===== config.mk =====
export PLATFORM = sky130hd
export DESIGN_NAME = territory_tally_flat
export DESIGN_NICKNAME = d
export VERILOG_FILES = /design/src/rtl/territory_tally_if.sv /design/src/rtl/territory_tally.sv /design/src/flat_wrapper.sv
export SDC_FILE = /design/constraint.sdc
export NUM_CORES = 1
export LEC_CHECK = 0
export CORE_MARGIN = 2
export CORE_UTILIZATION = 50
export DETAILED_ROUTE_END_ITERATION = 10
export PLACE_DENSITY = 0.76
export SYNTH_ARGS = -nofsm -noshare
export SYNTH_HDL_FRONTEND = slang
export SYNTH_SLANG_ARGS = --single-unit

===== constraint.sdc =====
create_clock -name CLOCK_50 -period 4.85 [get_ports CLOCK_50]
set_input_delay 0.7275 -clock CLOCK_50 [delete_from_list [all_inputs] [get_ports CLOCK_50]]
set_output_delay 0.7275 -clock CLOCK_50 [all_outputs]
set_load 0.02 [all_outputs]

===== src/rtl/territory_tally_if.sv =====
// Connection bundle between the territory tally block and the end-screen
// datapath. The datapath (master) issues the start pulse and returns the
// ownership RAM read data. The tally block (slave) drives the read address,
// the per-player counts, the ranking and the status flags.
interface territory_tally_if;
    logic        start;
    logic [2:0]  ram_q;
    logic [14:0] ram_address;
    logic [14:0] p1_count;
    logic [14:0] p2_count;
    logic [14:0] p3_count;
    logic [14:0] p4_count;
    logic [11:0] ordered_colours;
    logic        busy;
    logic        done;

    modport master (
        output start, ram_q,
        input  ram_address, p1_count, p2_count, p3_count, p4_count,
               ordered_colours, busy, done
    );

    modport slave (
        input  start, ram_q,
        output ram_address, p1_count, p2_count, p3_count, p4_count,
               ordered_colours, busy, done
    );
endinterface


===== src/rtl/territory_tally.sv =====
// End-of-game territory tally. Sweeps the 160x120 ownership RAM once, counts
// the pixels owned by each player, then ranks the players with a 5-step
// compare-swap network. The packed ranking feeds the score-screen renderer.
//
// state | meaning
// ------+---------------------------------------------------------------
// IDLE  | waiting for start after reset; address parked at 0
// SWEEP | one RAM read issued per cycle, y fastest, x slowest
// DRAIN | waiting for the last RAM_LATENCY reads to come back and be counted
// SORT  | five compare-swap steps, one per cycle, on the four player slots
// DONE  | results stable; start launches a fresh tally
module territory_tally #(
    parameter int          X_MAX       = 160,
    parameter int          Y_MAX       = 120,
    parameter int          RAM_LATENCY = 1,
    parameter logic [2:0]  P1_COLOUR   = 3'b001,
    parameter logic [2:0]  P2_COLOUR   = 3'b010,
    parameter logic [2:0]  P3_COLOUR   = 3'b100,
    parameter logic [2:0]  P4_COLOUR   = 3'b110
) (
    input  logic             CLOCK_50,
    input  logic             resetn,
    territory_tally_if.slave bus
);

    typedef enum logic [2:0] {IDLE, SWEEP, DRAIN, SORT, DONE} state_t;

    localparam logic [7:0]  X_LAST      = 8'(X_MAX - 1);
    localparam logic [6:0]  Y_LAST      = 7'(Y_MAX - 1);
    localparam logic [7:0]  DRAIN_LOAD  = 8'(RAM_LATENCY - 1);
    localparam logic [11:0] RESET_ORDER = {P1_COLOUR, P2_COLOUR, P3_COLOUR, P4_COLOUR};

    state_t                   state;
    logic [7:0]               x;
    logic [6:0]               y;
    logic [7:0]               drain_left;
    logic [2:0]               sort_left;
    logic [RAM_LATENCY-1:0]   valid_sr;
    logic [14:0]              cnt [4];
    logic [1:0]               slot [4];
    logic [1:0]               slot_nxt [4];
    logic [16:0]              slot_key [4];
    logic [1:0]               pa;
    logic [1:0]               pb;
    logic                     issue;
    logic                     tally_clear;
    logic                     busy_r;
    logic                     done_r;
    logic [11:0]              order_r;

    function automatic logic [2:0] colour_of(input logic [1:0] idx);
        logic [2:0] c;
        c = P1_COLOUR;
        case (idx)
            2'd0: c = P1_COLOUR;
            2'd1: c = P2_COLOUR;
            2'd2: c = P3_COLOUR;
            2'd3: c = P4_COLOUR;
            default: c = P1_COLOUR;
        endcase
        return c;
    endfunction

    assign issue       = (state == SWEEP);
    assign tally_clear = bus.start && (state == IDLE || state == DONE);

    assign bus.ram_address     = {x, y};
    assign bus.p1_count        = cnt[0];
    assign bus.p2_count        = cnt[1];
    assign bus.p3_count        = cnt[2];
    assign bus.p4_count        = cnt[3];
    assign bus.busy            = busy_r;
    assign bus.done            = done_r;
    assign bus.ordered_colours = order_r;

    // Sort key per slot: count first, then inverted player index so that ties
    // favour the lower-numbered player. Keys read the live counts, which are
    // final by the first SORT edge.
    always_comb begin
        for (int i = 0; i < 4; i++) begin
            slot_key[i] = {cnt[slot[i]], 2'd3 - slot[i]};
        end
    end

    // Pick this cycle's compare-swap pair and produce the post-swap slot order.
    always_comb begin
        pa = 2'd0;
        pb = 2'd1;
        case (sort_left)
            3'd4: begin pa = 2'd0; pb = 2'd1; end
            3'd3: begin pa = 2'd2; pb = 2'd3; end
            3'd2: begin pa = 2'd0; pb = 2'd2; end
            3'd1: begin pa = 2'd1; pb = 2'd3; end
            3'd0: begin pa = 2'd1; pb = 2'd2; end
            default: begin pa = 2'd0; pb = 2'd1; end
        endcase
        slot_nxt = slot;
        if (slot_key[pb] > slot_key[pa]) begin
            slot_nxt[pa] = slot[pb];
            slot_nxt[pb] = slot[pa];
        end
    end

    // Track issued reads through the RAM pipeline and count returning pixels.
    always_ff @(posedge CLOCK_50 or negedge resetn) begin
        if (!resetn) begin
            valid_sr <= '0;
            for (int i = 0; i < 4; i++) cnt[i] <= '0;
        end else begin
            valid_sr <= RAM_LATENCY'({valid_sr, issue});
            if (tally_clear) begin
                for (int i = 0; i < 4; i++) cnt[i] <= '0;
            end else if (valid_sr[RAM_LATENCY-1]) begin
                case (bus.ram_q)
                    P1_COLOUR: cnt[0] <= cnt[0] + 15'd1;
                    P2_COLOUR: cnt[1] <= cnt[1] + 15'd1;
                    P3_COLOUR: cnt[2] <= cnt[2] + 15'd1;
                    P4_COLOUR: cnt[3] <= cnt[3] + 15'd1;
                    default: ;
                endcase
            end
        end
    end

    // Sequencing FSM: sweep addressing, drain timer, sort steps and status flags.
    always_ff @(posedge CLOCK_50 or negedge resetn) begin
        if (!resetn) begin
            state      <= IDLE;
            x          <= '0;
            y          <= '0;
            drain_left <= '0;
            sort_left  <= '0;
            for (int i = 0; i < 4; i++) slot[i] <= 2'(i);
            busy_r     <= 1'b0;
            done_r     <= 1'b0;
            order_r    <= RESET_ORDER;
        end else begin
            case (state)
                IDLE, DONE: begin
                    if (bus.start) begin
                        x      <= '0;
                        y      <= '0;
                        state  <= SWEEP;
                        busy_r <= 1'b1;
                        done_r <= 1'b0;
                    end
                end
                SWEEP: begin
                    // Wrapping x back to 0 on the last address parks ram_address at 0.
                    if (y == Y_LAST) begin
                        y <= '0;
                        if (x == X_LAST) begin
                            x          <= '0;
                            state      <= DRAIN;
                            drain_left <= DRAIN_LOAD;
                        end else begin
                            x <= x + 8'd1;
                        end
                    end else begin
                        y <= y + 7'd1;
                    end
                end
                DRAIN: begin
                    if (drain_left == 8'd0) begin
                        state     <= SORT;
                        sort_left <= 3'd4;
                        for (int i = 0; i < 4; i++) slot[i] <= 2'(i);
                    end else begin
                        drain_left <= drain_left - 8'd1;
                    end
                end
                SORT: begin
                    slot <= slot_nxt;
                    if (sort_left == 3'd0) begin
                        order_r <= {colour_of(slot_nxt[0]), colour_of(slot_nxt[1]),
                                    colour_of(slot_nxt[2]), colour_of(slot_nxt[3])};
                        state   <= DONE;
                        busy_r  <= 1'b0;
                        done_r  <= 1'b1;
                    end else begin
                        sort_left <= sort_left - 3'd1;
                    end
                end
                default: state <= IDLE;
            endcase
        end
    end

endmodule


===== src/flat_wrapper.sv =====
// flat-port wrapper written by rule: the top's interface ports become plain ports
module territory_tally_flat 
#(
    parameter int          X_MAX       = 160,
    parameter int          Y_MAX       = 120,
    parameter int          RAM_LATENCY = 1,
    parameter logic [2:0]  P1_COLOUR   = 3'b001,
    parameter logic [2:0]  P2_COLOUR   = 3'b010,
    parameter logic [2:0]  P3_COLOUR   = 3'b100,
    parameter logic [2:0]  P4_COLOUR   = 3'b110
)
  (CLOCK_50, resetn, bus_start, bus_ram_q, bus_ram_address, bus_p1_count, bus_p2_count, bus_p3_count, bus_p4_count, bus_ordered_colours, bus_busy, bus_done);
  territory_tally_if bus_i ();
  input  logic CLOCK_50;
  input  logic resetn;
  input wire logic [$bits(bus_i.start)-1:0] bus_start;
  input wire logic [$bits(bus_i.ram_q)-1:0] bus_ram_q;
  output wire logic [$bits(bus_i.ram_address)-1:0] bus_ram_address;
  output wire logic [$bits(bus_i.p1_count)-1:0] bus_p1_count;
  output wire logic [$bits(bus_i.p2_count)-1:0] bus_p2_count;
  output wire logic [$bits(bus_i.p3_count)-1:0] bus_p3_count;
  output wire logic [$bits(bus_i.p4_count)-1:0] bus_p4_count;
  output wire logic [$bits(bus_i.ordered_colours)-1:0] bus_ordered_colours;
  output wire logic [$bits(bus_i.busy)-1:0] bus_busy;
  output wire logic [$bits(bus_i.done)-1:0] bus_done;
  assign bus_i.start = bus_start;
  assign bus_i.ram_q = bus_ram_q;
  assign bus_ram_address = bus_i.ram_address;
  assign bus_p1_count = bus_i.p1_count;
  assign bus_p2_count = bus_i.p2_count;
  assign bus_p3_count = bus_i.p3_count;
  assign bus_p4_count = bus_i.p4_count;
  assign bus_ordered_colours = bus_i.ordered_colours;
  assign bus_busy = bus_i.busy;
  assign bus_done = bus_i.done;
  territory_tally #(.X_MAX(X_MAX), .Y_MAX(Y_MAX), .RAM_LATENCY(RAM_LATENCY), .P1_COLOUR(P1_COLOUR), .P2_COLOUR(P2_COLOUR), .P3_COLOUR(P3_COLOUR), .P4_COLOUR(P4_COLOUR)) u_core (.CLOCK_50(CLOCK_50), .resetn(resetn), .bus(bus_i));
endmodule

==> results_dict.tcl, run 1 <==
set metrics [dict create \
    synth_fa_ha_area_frac 0.0462 \
    synthCells 842 \
    synth_top_family_by_area "simple AND/OR/NAND/NOR gates" \
    grt_overflow 0 \
    start_util 0.512 \
    whs_ps 469 \
    ir_worst_vdd_uv 327 \
    nets 947 \
    ctsResizeCount 0 \
    drv.max_cap_violation_count 0 \
    synthArstFlopShare 1.00 \
    synthTopCellsByArea "dfrtp_1, mux4_2, nand2_1" \
    port_buffers 94 \
    postLayoutCoreUtil 0.601 \
    critPathKind "reg2reg" \
    grt_pass1_wl_um 36600 \
    netlist_area_um2 8130 \
    crit_required_ps 5110 \
    crit_fanout 10 \
    slew_headroom 0.328 \
    tightestPinTransition_ps 1010 \
    synth_xor_area_frac 0.0571 \
    drv_slew 0 \
    clkPwrFrac 0.185 \
    die_h_um 131 \
    fin_setup_tns_ps 0 \
    grt_usage 0.265 \
    power_mw 4.51 \
    power.density_nw_per_um2 472 \
    ys_types 74 \
    numPlacedInstances 1116 \
    die_x_um 131 \
    gp_congestion 0.898 \
    cts.sink_count 112 \
    rsz0062_at_grt "no" \
    drive_gt1_frac 0.132 \
    synth_edf_count 0 \
    drt_iter0_drc 736 \
    ys_seq_area_frac 0.346 \
    seqPwrFrac 0.318 \
    clock_skew_ps 7.32 \
    post_cts_buffers 0 \
    cts_tree "built" \
    htree_levels 3 \
    internal_power_mw 2.53 \
    design.die.area_um2 17300 \
    hpwlAfterDp_um 15600 \
    fin_crit_sh 0.853 \
    p_sw_mw 1.98 \
    setup_viol 0 \
    cts_made_buffers 9 \
    syn2layout_area_growth_pct 17.5 \
    ys_warn_count 0 \
    final_cells 1132 \
    io_pins 95 \
    grt_pass1_vias 6880 \
    cp.arrival_ps 4400 \
    synth-seq-cells 112 \
    vias_per_cell 6.29 \
    vias 7125 \
    status "finished clean" \
    p_comb_frac 0.497 \
    hold_viol_final 0 \
    rows 46 \
    n_antenna_cell 0 \
    max_freq_mhz 242 \
    drcViolationCount 0 \
    routed_wl_um 22500 \
    cts_buffer_depth 2 \
    core-area_um2 15900 \
    dr.pass1.iters 5 \
    synth.area.mux_share 0.176 \
    startpoint_type "flip-flop" \
    wl_per_cell_um 19.9 \
    ant_nets 0 \
    synth_top_area_frac 0.317 \
    rr_worst_depth 15 \
    synth-simple-area-share 0.210 \
    holdPathStages 2 \
    n_fill_cell 1359 \
    grt_max_degree 76 \
    swShare 0.438 \
    synth.avg_cell_area_um2 9.65 \
    clk-insertion-delay-late_ps 370 \
    fin_crit_ps 4140 \
    clkTransAtPathRegs_ps 70 \
    ys.flop_type "dfrtp_1" \
    synth_compound_area_frac 0.132 \
    yosysTopAreaCell "dfrtp_1" \
    cts-hold-fix-buffers 0 \
    min_path_type "reg2reg" \
    leakage_nw 3.96 \
    antenna_found_initial 0 \
    cp-end-kind "flip-flop" \
    cts_root_buf "clkbuf_16" \
    synthesis.nets 878 \
]
==> worst max-delay path, cell delays in order, from the launching register on <==
cell      delay, ps
dfrtp_1         410
inv_1           120
ha_1            350
o21bai_1        640
buf_4           290
nand2_1          60
a31oi_1         160
o21ai_0         110
ha_1            310
nand4_1         150
nor4_2          330
a211oi_1        150
a21boi_4        320
o21ai_2         100
a22o_1          280
a31o_1          220
==> kinds of logic after synthesis <==
kind of cell,after synthesis
compound gates,159
xor+xnor,53
fa+ha+maj,30
buf+inv,61
flops,112
mux,68
simple gates,359
==> flip-flops by register name, summed over array words and instances (netlist names) <==
register,count
u_core.sort_left,3
u_core.bus.ordered_colours,12
u_core.x,8
u_core.bus.p4_count,15
u_core.slot,8
u_core.bus.p3_count,15
u_core.y,7
u_core.bus.p2_count,15
u_core.drain_left,8
u_core.bus.p1_count,15
u_core.valid_sr,1
u_core.state,3
u_core.bus.done,1
u_core.bus.busy,1
==> per-layer routing <==
| metal | global-route usage | wire (µm) | share of wire |
|---|---|---|---|
| met4 | 0.109 | 612 | 0.027 |
| met1 | 0.361 | 9260 | 0.41 |
| met2 | 0.422 | 10600 | 0.47 |
| met5 | 0 | 0 | 0 |
| met3 | 0.0482 | 2020 | 0.090 |
==> final cells by class <==
| cell class | instances | area, µm² | area share |
|---|---|---|---|
| repair buffers | 107 | 1040 | 0.108 |
| flip-flops and latches | 112 | 2810 | 0.295 |
| clock buffers | 11 | 243 | 0.0254 |
| clock inverters | 5 | 88.8 | 0.00930 |
| well taps | 216 | 270 | 0.0283 |
| inverters | 12 | 45.0 | 0.00472 |
| multi-input cells | 669 | 5060 | 0.529 |
==> synthesized netlist by cell type (4+ instances only) <==
master    count
buf_1         8
ha_1         30
o22ai_1      11
mux2i_1       7
o21ai_1       5
dfstp_2       9
o221ai_1      9
a22o_1        4
or3_1        11
a21oi_1      23
o21ai_0      48
or2_2         4
mux4_2       60
and3_1       16
nor2b_1       4
nor2_1      105
nand2b_1      6
xor2_1       41
dfrtp_1     103
nand2_1     118
xnor2_1      12
a22oi_1      11
and2_1        5
nand3_1      35
o22a_1        9
inv_1        12
nor3_1       11
clkbuf_1     23
nand4_1      17
buf_2        15
==> through the flow <==
| step | setup slack, ps | area [µm²] |
|---|---|---|
| final | 715 | 9550 |
| after global routing | 453 | 9550 |
| after CTS | 761 | 9550 |
| after detailed placement | 779 | 9220 |
| after global placement | 852 | 9220 |
| after floorplan | 1270 | 8130 |
==> power groups by stage <==
stage	sequential, mW	clock [mW]	combinational, mW
5_1_grt	1.47	0.885	2.45
4_1_cts	1.43	0.844	2.22
6_report	1.43	0.833	2.24
3_5_place_dp	1.44	0	2.21
3_3_place_gp	1.44	0	2.18
2_1_floorplan	1.36	0	1.61
==> placed cells by master, fill, tap and decap left out, types with 4 or more instances in the layout <==
cell type,Yosys,layout
or3_1,11,11
dfrtp_1,103,103
clkdlybuf4s50_1,0,93
dfstp_2,9,9
o22ai_1,11,11
mux2i_1,7,7
and2_1,5,5
a22oi_1,11,11
nor2_1,105,105
o21ai_0,48,48
nand2b_1,6,6
ha_1,30,30
nor3_1,11,11
o22a_1,9,9
xnor2_1,12,12
buf_4,2,14
nand2_1,118,118
and3_1,16,16
mux4_2,60,60
clkbuf_16,0,9
o21ai_1,5,5
xor2_1,41,41
o221ai_1,9,9
nand3_1,35,35
or2_2,4,4
nor2b_1,4,4
nand4_1,17,17
a21oi_1,23,23
a22o_1,4,4
inv_1,12,12
==> worst paths after layout <==
kind,endpoint,slack [ps],from
worst max-delay path,u_core.bus.ordered_colours[6]$_DFFE_PN0P_,710,u_core.sort_left[0]$_DFFE_PN0P_
worst min-delay path,u_core.bus.ordered_colours[10]$_DFFE_PN0P_,470,u_core.bus.ordered_colours[10]$_DFFE_PN0P_
worst max register to register,u_core.bus.ordered_colours[6]$_DFFE_PN0P_,710,u_core.sort_left[0]$_DFFE_PN0P_
worst min register to register,u_core.bus.ordered_colours[10]$_DFFE_PN0P_,470,u_core.bus.ordered_colours[10]$_DFFE_PN0P_
max in group asynchronous,u_core.slot[4]$_DFFE_PN1P_,3250,resetn
min in group asynchronous,u_core.bus.p3_count[5]$_DFFE_PN0P_,520,resetn
No activity file was read; power rests on OpenSTA's default activity.
==> inputs of run 2 (changes only) <==
--- a/config.mk
+++ b/config.mk
@@ -6,9 +6,10 @@
 export NUM_CORES = 1
 export LEC_CHECK = 0
 export CORE_MARGIN = 2
-export CORE_UTILIZATION = 50
+export CORE_UTILIZATION = 48
+export CTS_CLUSTER_SIZE = 12
 export DETAILED_ROUTE_END_ITERATION = 10
-export PLACE_DENSITY = 0.76
+export PLACE_DENSITY = 0.73
 export SYNTH_ARGS = -nofsm -noshare
 export SYNTH_HDL_FRONTEND = slang
 export SYNTH_SLANG_ARGS = --single-unit
==> run 2 against run 1 <==
  * Count of clock-buffer cells in the layout increased by 1
  * Die area grew 4.0%
  * Global-route usage is 0.70 points lower
  * Clock power is 15% lower
  * Critical path depth shrank 1
  * Register-to-register slack worse by 20 ps
  * Clock skew grew 2.8 ps
  * Sequential cell count is the same
  * Non-clock buffer count is the same
  * Critical endpoint unchanged
==> results_dict.tcl, run 2 (synthesis results as in run 1) <==
set metrics [dict create \
    cts-hold-fix-buffers 0 \
    preCtsSetupSlack_ps 755 \
    antenna_found_initial 0 \
    setup_viol 0 \
    start_util 0.490 \
    postLayoutCoreUtil 0.572 \
    power.density_nw_per_um2 462 \
    rows 47 \
    grt_max_degree 79 \
    n_antenna_cell 0 \
    wl_per_cell_um 19.7 \
    grt_pass1_wl_um 36400 \
    nets 947 \
    cts_root_buf "clkbuf_16" \
    vias_per_cell 6.29 \
    cts_tree "built" \
    placedInstanceArea_um2 9230 \
    hp-start "u_core.bus.ordered_colours[10]$_DFFE_PN0P_" \
    startpoint_type "flip-flop" \
    layout_common_cells "nand2_1, nor2_1, dfrtp_1" \
    numPlacedInstances 1120 \
    slew_headroom 0.304 \
    grt_pass1_vias 6818 \
    htree_levels 3 \
    fin_setup_tns_ps 0 \
    final_common_cell "nand2_1" \
    cts_buffer_depth 2 \
    rr_worst_depth 14 \
    use_met1 0.361 \
    cp-end-kind "flip-flop" \
    cp.arrival_ps 4410 \
    cts_made_buffers 9 \
    final_cell_area_um2 9490 \
    drv_slew 0 \
    cts.sink_count 112 \
    fin_crit_ps 4160 \
    max_freq_mhz 241 \
    tightestPinTransition_ps 1040 \
    routed_wl_um 22400 \
    drt_iter0_drc 741 \
    whs_ps 468 \
    reg2reg_from "u_core.sort_left[1]$_DFFE_PN0P_" \
    seq_area_um2 2810 \
    min_path_type "reg2reg" \
    clkTransAtPathRegs_ps 80 \
    multi_input_area_um2 5060 \
    drv.max_cap_violation_count 0 \
    status "finished clean" \
    grtUsageMet2 0.402 \
    clk-insertion-delay-late_ps 360 \
    drcViolationCount 0 \
    grt_util_met3 0.0510 \
    design.die.area_um2 18000 \
    die_h_um 134 \
    gp_congestion 0.968 \
    grt_overflow 0 \
    worst_slack_ps 692 \
    fin_crit_sh 0.857 \
    port_buffers 94 \
    post_cts_buffers 0 \
    crit_fanout 10 \
    power_mw 4.38 \
    dr.pass1.iters 6 \
    hold_end "u_core.bus.ordered_colours[10]$_DFFE_PN0P_" \
    leakage_nw 3.92 \
    ctsResizeCount 0 \
    top_usage_layer "met2" \
    ir_worst_vdd_uv 320 \
    io_pins 95 \
    ff2ff_setup_slack_ps 690 \
    grt_usage 0.258 \
    holdPathStages 2 \
    rsz0062_at_grt "no" \
    crit_required_ps 5110 \
    vias 7142 \
    ant_nets 0 \
    hpwlAfterDp_um 15700 \
    critPathKind "reg2reg" \
    drive_gt1_frac 0.130 \
    die_x_um 134 \
    n_fill_cell 1442 \
    core-area_um2 16600 \
    syn2layout_area_growth_pct 16.8 \
    reg2reg_to "u_core.bus.ordered_colours[6]$_DFFE_PN0P_" \
    clock_skew_ps 10.1 \
    hold_viol_final 0 \
    final_cells 1136 \
]
run 2: layout make-up:
cell class / count / share of cell area
flip-flops and latches: 112 / 0.296
clock inverters: 4 / 0.00303
inverters: 12 / 0.00475
multi-input cells: 669 / 0.533
well taps: 220 / 0.0290
repair buffers: 107 / 0.109
clock buffers: 12 / 0.0249
run 2: worst max-delay path, stage by stage (launching register included):
cell	delay, ps
dfrtp_1	400
inv_1	150
ha_1	440
nor3_1	100
nor2_1	650
o22a_1	270
o221ai_1	110
ha_1	310
nand4_1	160
nor4_2	380
a211oi_1	170
a21boi_4	320
o21ai_2	100
a22o_1	280
a31o_1	220
run 2: routing by layer:
metal	wire, µm	part of all wire	vias to the layer above
met5	0	0	-
met4	624	0.028	0
met3	1850	0.083	65
met2	10400	0.46	292
met1	9520	0.42	3538
li1	-	-	3247
run 2: worst max-delay path by stage:
stage,cells after the start,from,to
finish,14,u_core.sort_left[1]$_DFFE_PN0P_,u_core.bus.ordered_colours[6]$_DFFE_PN0P_
CTS,14,u_core.sort_left[1]$_DFFE_PN0P_,u_core.bus.ordered_colours[6]$_DFFE_PN0P_
global route,14,u_core.sort_left[1]$_DFFE_PN0P_,u_core.bus.ordered_colours[6]$_DFFE_PN0P_
global placement,14,u_core.sort_left[1]$_DFFE_PN0P_,u_core.bus.ordered_colours[6]$_DFFE_PN0P_
detailed placement,14,u_core.sort_left[1]$_DFFE_PN0P_,u_core.bus.ordered_colours[6]$_DFFE_PN0P_
floorplan,13,u_core.slot[4]$_DFFE_PN1P_,u_core.bus.ordered_colours[6]$_DFFE_PN0P_
run 2: power breakdown:
| part | total [mW] | switching (mW) | internal, mW | leakage (nW) |
|---|---|---|---|---|
| Combinational | 2.24 | 1.28 | 0.964 | 2.30 |
| Sequential | 1.44 | 0.336 | 1.10 | 1.50 |
| Clock | 0.704 | 0.353 | 0.351 | 0.123 |
| Total | 4.38 | 1.97 | 2.42 | 3.92 |
